[config.mk]
export PLATFORM = sky130hd
export DESIGN_NAME = mm_stream_ctrl
export DESIGN_NICKNAME = d
export VERILOG_FILES = /design/src/rtl/mm_stream_ctrl.sv
export SDC_FILE = /design/constraint.sdc
export NUM_CORES = 1
export LEC_CHECK = 0
export CORE_UTILIZATION = 30
export DETAILED_ROUTE_END_ITERATION = 8
export MAX_ROUTING_LAYER = met4
export PLACE_DENSITY = 0.6
export SLEW_MARGIN = 10
export SYNTH_ARGS = -nofsm -noshare
export SYNTH_HDL_FRONTEND = slang
export SYNTH_SLANG_ARGS = --single-unit
export TNS_END_PERCENT = 30
[constraint.sdc]
create_clock -name clk -period 2.95 [get_ports clk]
set_input_delay 0.4425 -clock clk [delete_from_list [all_inputs] [get_ports clk]]
set_output_delay 0.4425 -clock clk [all_outputs]
set_load 0.02 [all_outputs]
[src/rtl/mm_stream_ctrl.sv]
// Fills A/B RAMs from s_*, runs the core via Start/Done, then streams RES on m_* (1 word per 2 cycles, held while m_tready=0).
// RAM writes land 1 cycle after each accepted beat; input is stalled outside IDLE/LOAD_*. MM_TLAST_CHECK_EN enables tlast_err.
module mm_stream_ctrl #(
  parameter int width          = 8,
  parameter int A_depth_bits   = 9,
  parameter int B_depth_bits   = 9,
  parameter int RES_depth_bits = 9,
  parameter int M              = 64,
  parameter int N              = 8,
  parameter int P              = 4
) (
  input  logic                      clk,
  input  logic                      reset,
  input  logic [width-1:0]          s_tdata,
  input  logic                      s_tvalid,
  output logic                      s_tready,
  input  logic                      s_tlast,
  output logic [width-1:0]          m_tdata,
  output logic                      m_tvalid,
  input  logic                      m_tready,
  output logic                      m_tlast,
  output logic                      Start,
  input  logic                      Done,
  output logic                      A_write_en,
  output logic [A_depth_bits-1:0]   A_write_address,
  output logic [width-1:0]          A_write_data_in,
  output logic                      B_write_en,
  output logic [B_depth_bits-1:0]   B_write_address,
  output logic [width-1:0]          B_write_data_in,
  output logic                      RES_read_en,
  output logic [RES_depth_bits-1:0] RES_read_address,
  input  logic [width-1:0]          RES_read_data_out,
  output logic                      tlast_err
);

  typedef enum logic [6:0] {
    IDLE     = 7'b0000001,
    LOAD_A   = 7'b0000010,
    LOAD_B   = 7'b0000100,
    COMPUTE  = 7'b0001000,
    OUT_READ = 7'b0010000,
    OUT_LOAD = 7'b0100000,
    OUT_SEND = 7'b1000000
  } state_t;

  localparam logic [A_depth_bits-1:0]   A_LAST   = A_depth_bits'(M * N - 1);
  localparam logic [B_depth_bits-1:0]   B_LAST   = B_depth_bits'(N * P - 1);
  localparam logic [RES_depth_bits-1:0] RES_LAST = RES_depth_bits'(M * P - 1);
  localparam logic [A_depth_bits-1:0]   A_ONE    = A_depth_bits'(1);
  localparam logic [B_depth_bits-1:0]   B_ONE    = B_depth_bits'(1);
  localparam logic [RES_depth_bits-1:0] RES_ONE  = RES_depth_bits'(1);

  state_t r_state, w_next;

  logic [A_depth_bits-1:0]   r_a_idx, r_a_addr;
  logic [B_depth_bits-1:0]   r_b_idx, r_b_addr;
  logic [RES_depth_bits-1:0] r_res_idx;
  logic [width-1:0]          r_a_dat, r_b_dat, r_m_dat;
  logic                      r_a_we, r_b_we, r_start, r_m_vld, r_m_last;

  logic                      w_load_a, w_load_b, w_s_hs, w_m_hs, w_a_last, w_b_last;
  logic                      w_rd_en;
  logic [RES_depth_bits-1:0] w_rd_addr;

  assign w_load_a = (r_state == IDLE) || (r_state == LOAD_A);
  assign w_load_b = (r_state == LOAD_B);
  assign s_tready = (w_load_a || w_load_b) && !reset;
  assign w_s_hs   = s_tvalid && s_tready;
  assign w_m_hs   = (r_state == OUT_SEND) && r_m_vld && m_tready;
  assign w_a_last = (r_a_idx == A_LAST);
  assign w_b_last = (r_b_idx == B_LAST);

  always_ff @(posedge clk or posedge reset) begin
    if (reset) r_state <= IDLE;
    else       r_state <= w_next;
  end

  // Reads are issued combinationally so RES data is ready for capture in OUT_LOAD.
  always_comb begin
    w_next    = r_state;
    w_rd_en   = 1'b0;
    w_rd_addr = '0;
    case (r_state)
      IDLE, LOAD_A: if (s_tvalid) w_next = w_a_last ? LOAD_B : LOAD_A;
      LOAD_B:       if (s_tvalid && w_b_last) w_next = COMPUTE;
      COMPUTE:      if (Done) w_next = OUT_READ;
      OUT_READ: begin
        w_rd_en   = 1'b1;
        w_rd_addr = r_res_idx;
        w_next    = OUT_LOAD;
      end
      OUT_LOAD:     w_next = OUT_SEND;
      OUT_SEND: begin
        if (w_m_hs) begin
          if (r_m_last) begin
            w_next = IDLE;
          end else begin
            w_rd_en   = 1'b1;
            w_rd_addr = r_res_idx + RES_ONE;
            w_next    = OUT_LOAD;
          end
        end
      end
      default:      w_next = IDLE;
    endcase
  end

  always_ff @(posedge clk or posedge reset) begin
    if (reset) begin
      r_a_idx   <= '0;
      r_a_addr  <= '0;
      r_a_dat   <= '0;
      r_a_we    <= 1'b0;
      r_b_idx   <= '0;
      r_b_addr  <= '0;
      r_b_dat   <= '0;
      r_b_we    <= 1'b0;
      r_start   <= 1'b0;
      r_res_idx <= '0;
      r_m_dat   <= '0;
      r_m_vld   <= 1'b0;
      r_m_last  <= 1'b0;
    end else begin
      r_a_we <= 1'b0;
      r_b_we <= 1'b0;
      if (w_s_hs && w_load_a) begin
        r_a_we   <= 1'b1;
        r_a_addr <= r_a_idx;
        r_a_dat  <= s_tdata;
        r_a_idx  <= w_a_last ? '0 : r_a_idx + A_ONE;
      end
      if (w_s_hs && w_load_b) begin
        r_b_we   <= 1'b1;
        r_b_addr <= r_b_idx;
        r_b_dat  <= s_tdata;
        if (w_b_last) begin
          r_b_idx <= '0;
          r_start <= 1'b1;
        end else begin
          r_b_idx <= r_b_idx + B_ONE;
        end
      end
      if ((r_state == COMPUTE) && Done) begin
        r_start   <= 1'b0;
        r_res_idx <= '0;
      end
      if (r_state == OUT_LOAD) begin
        r_m_dat  <= RES_read_data_out;
        r_m_vld  <= 1'b1;
        r_m_last <= (r_res_idx == RES_LAST);
      end
      // Drop valid after each accepted word so it is never presented twice.
      if (w_m_hs) begin
        r_m_vld  <= 1'b0;
        r_m_last <= 1'b0;
        if (!r_m_last) r_res_idx <= r_res_idx + RES_ONE;
      end
    end
  end

`ifdef MM_TLAST_CHECK_EN
  logic r_tlast_err;
  always_ff @(posedge clk or posedge reset) begin
    if (reset)
      r_tlast_err <= 1'b0;
    else if (w_s_hs && (s_tlast != (w_load_b && w_b_last)))
      r_tlast_err <= 1'b1;
  end
  assign tlast_err = r_tlast_err;
`else
  logic w_unused_tlast;
  assign w_unused_tlast = s_tlast;
  assign tlast_err      = 1'b0;
`endif

  assign A_write_en       = r_a_we;
  assign A_write_address  = r_a_addr;
  assign A_write_data_in  = r_a_dat;
  assign B_write_en       = r_b_we;
  assign B_write_address  = r_b_addr;
  assign B_write_data_in  = r_b_dat;
  assign Start            = r_start;
  assign RES_read_en      = w_rd_en;
  assign RES_read_address = w_rd_addr;
  assign m_tdata          = r_m_dat;
  assign m_tvalid         = r_m_vld;
  assign m_tlast          = r_m_last;

endmodule

==> impl_metrics.csv <==
group,metric,value,unit
clock_network,clock_path_buffers,2,
clock_network,clkLatencyLatePin,0.33,ns
sta,skew,0.00666,ns
sta,hold_violations,0,
detailed_routing,drt_wl_total,8350,µm
critical_path,start_kind,"flop",
sta,rsz0062_at_grt,"no",
clock_network,htree_levels,3,
synth,yosysWarnings,0,
die,num_io_pins,81,
synth,yosysTopAreaCell,"dfrtp_1",
global_routing,grt_max_degree,82,
synth,mappedNetlistArea,0.00369,mm²
critical_path,arrival,2.35,ns
detailed_routing,viasPerCell,4.80,
critical_path,path_delay_family,"buffers and inverters",
critical_path,worstSetupEndpointType,"output port",
detailed_routing,wl_met3,392,µm
clock_network,cts_hold_buf,0,
detailed_routing,met2WireLength,4000,µm
synth,syn_nets,423,
die,fp-row-count,40,
synth,synth_cell_types,49,
final_layout,fin_nets,513,
detailed_routing,wl_per_cell,13.1,µm
die,initial_core_util,30.7,%
sta,maxSlewViolCount,0,
global_routing,grt_pass1_vias,3074,
sta,slew_headroom,32.7,%
synth,ys_seq_area_share,55.0,%
sta,setup_viol,0,
placement,gp_congestion,0.782,
placement,dpl.hpwl,5810,µm
placement,portBuffers,78,
detailed_routing,drc,0,
synth,avgSynthCellArea,9.31,µm²
global_routing,grt_pass1_wl,14500,µm
synth,async_reset_ff_share,100,%
detailed_routing,dr.pass1.iters,4,
sta,fmax,0.358,GHz
detailed_routing,dr.max_layer_used,"met4",
critical_path,critPathMaxFanout,11,
critical_path,critPathKind,"flop to output port",
global_routing,track_usage,14.7,%
critical_path,worstPathBufferInverterCount,2,
sta,period_needed,2.79,ns
final_layout,drive_above_1_share,11.0,%
critical_path,critPathMaxStageDelay,0.60,ns
die,core_area,0.0120,mm²
critical_path,cpMaxStageDelayCell,"clkdlybuf4s50_1",
final_layout,seq_area,0.00203,mm²
sta,setup_tns,0,ns
clock_network,cts_num_sinks,81,
die,die_h,113,µm
critical_path,path_cells,"or4_4 > nor2_1 > buf_4 > a22o_1 > clkdlybuf4s50_1",
synth,synth_ff_type,"dfrtp_1",
status,status,"completed",
die,die_area,0.0127,mm²
min_path,hp-class,"flop to flop",
synth,yosys_register_bits,81,
critical_path,cp.required,2.51,ns
final_layout,finalInstanceArea,0.00502,mm²
clock_network,numCtsBuffers,9,
final_layout,nFillCells,1219,
synth,synth_edf_count,0,
sta,post-route-period-util,94.7,%
clock_network,post-cts-setup-buffers,0,
power,leakage,0.00260,µW
placement,placed_cell_area,0.00469,mm²
final_layout,multi_input_area,0.00157,mm²
detailed_routing,wl_met1,3800,µm
global_routing,antenna_found_initial,0,
synth,synth_cells,396,
detailed_routing,drt_iter0_markers,95,
die,die_w,113,µm
final_layout,antenna_cells,0,
clock_network,path_clk_slew,0.06,ns
power,peakVddDrop,0.000274,V
clock_network,cts_tree,"yes",
detailed_routing,ant_nets,0,
synth,synth_top_cell_area_share,54.3,%
global_routing,overflow,0,
clock_network,cts-root-buf,"clkbuf_16",
power,power_density,641,mW/mm²
synth,synthTopCellsByArea,"dfrtp_1 54%, nand2_1 14%, o21ai_0 4.5%, mux2_2 3.4%, nor2_1 2.4%",
sta,tightestPinTransition,1.01,ns
flow_run,drv_cap,0,
detailed_routing,vias,3050,
final_layout,areaGrowthSynthToFinish,36.1,%
-- routing by layer --
layer	vias up	global-route usage, %
li1	1506	-
met1	1467	18.3
met2	66	22.7
met3	11	3.21
met4	0	7.02
met5	-	-
-- synth_stat cells, drive strengths merged, types with 3 or more instances --
cell type,count
nand2,138
dfrtp,80
o21ai,35
nor2,26
mux2,11
and3,10
buf,9
nand3b,7
nand4,7
clkbuf,6
nor3,6
a21oi,5
ha,5
inv,5
nand3,5
xnor2,5
a21o,4
a31oi,3
or4,3
-- state kept, by name, indices dropped and copies added, names as in the netlist --
signal / cells
B_write_data_in: 8
A_write_address: 9
A_write_en: 1
B_write_address: 9
m_tvalid: 1
A_write_data_in: 8
m_tlast: 1
r_res_idx: 9
Start: 1
r_state: 7
m_tdata: 8
B_write_en: 1
r_a_idx: 9
r_b_idx: 9
-- kinds of logic (layout without fill, tap and decap cells) --
family | Yosys count | after routing | synth area share (%)
xor+xnor | 6 | 6 | 1.43
simple gates | 213 | 213 | 26.0
compound gates | 58 | 58 | 9.30
mux | 12 | 12 | 3.63
buf+inv | 20 | 113 | 2.85
other cells | 1 | 1 | 0.102
fa+ha+maj | 5 | 5 | 1.70
flops | 81 | 81 | 55.0
-- power by group --
group	internal, µW	switching (µW)	total (µW)
registers	1250	104	1350
logic	333	393	725
clock network	728	415	1140
-- what timing repair did --
action	in CTS	in global routing
setup endpoints to repair	8	10
pin swaps	0	1
resized for setup	4	13
gates cloned	0	0
-- final cells by class --
type,instances,share of cell area (%)
well taps,147,3.66
clock inverters,4,1.40
multi-input cells,295,31.3
clock buffers,10,4.56
flip-flops and latches,81,40.5
inverters,5,0.449
repair buffers,94,18.2
-- worst register-to-register path: stages, from the launching register on --
cell and delay [ns]:
dfrtp_1 0.44, or4_4 0.51, or4_4 0.61, buf_4 0.25, nor2_8 0.13, nand2_1 0.06, o21ai_0 0.16
-- path summary, 6_finish.rpt --
| kind | from | end | slack, ns | depth (start not counted) |
|---|---|---|---|---|
| max | r_state[2] | RES_read_address[1] | 0.16 | 5 |
| min | A_write_address[8] | A_write_address[8] | 0.47 | 2 |
| max reg2reg | r_state[2] | r_a_idx[2] | 0.71 | 6 |
| min reg2reg | A_write_address[8] | A_write_address[8] | 0.47 | 2 |
| max in group asynchronous | reset | r_state[4] | 1.35 | 3 |
| min in group asynchronous | reset | r_state[2] | 0.92 | 3 |
-- cells in the final DEF, fill, tap and decap left out, types with 3 or more instances in the layout --
cell type,synthesis,final
a21o_1,4,4
a21oi_1,4,4
a31oi_1,3,3
and3_1,10,10
buf_4,1,16
clkbuf_16,0,9
clkdlybuf4s50_1,0,68
dfrtp_1,80,78
dlymetal6s2s_1,0,7
ha_1,5,5
inv_1,4,3
mux2_2,11,11
nand2_1,138,138
nand3_1,5,5
nand3b_1,7,7
nand4_1,7,7
nor2_1,24,24
nor3_1,6,5
o21ai_0,33,33
xnor2_1,5,5
-- per-stage QoR --
step	hold WS [ns]	setup WS (ns)	total power, µW	utilization, %	instances
after floorplan	0.452	0.280	1800	-	396
after global placement	0.460	0.0726	2090	39.0	622
after detailed placement	0.466	0.0294	2110	39.0	622
after CTS	0.480	0.0162	3270	41.5	636
after global routing	0.499	0.0250	3400	41.8	636
final	0.471	0.156	3220	41.8	636
Power figures use the tool's default switching activity.
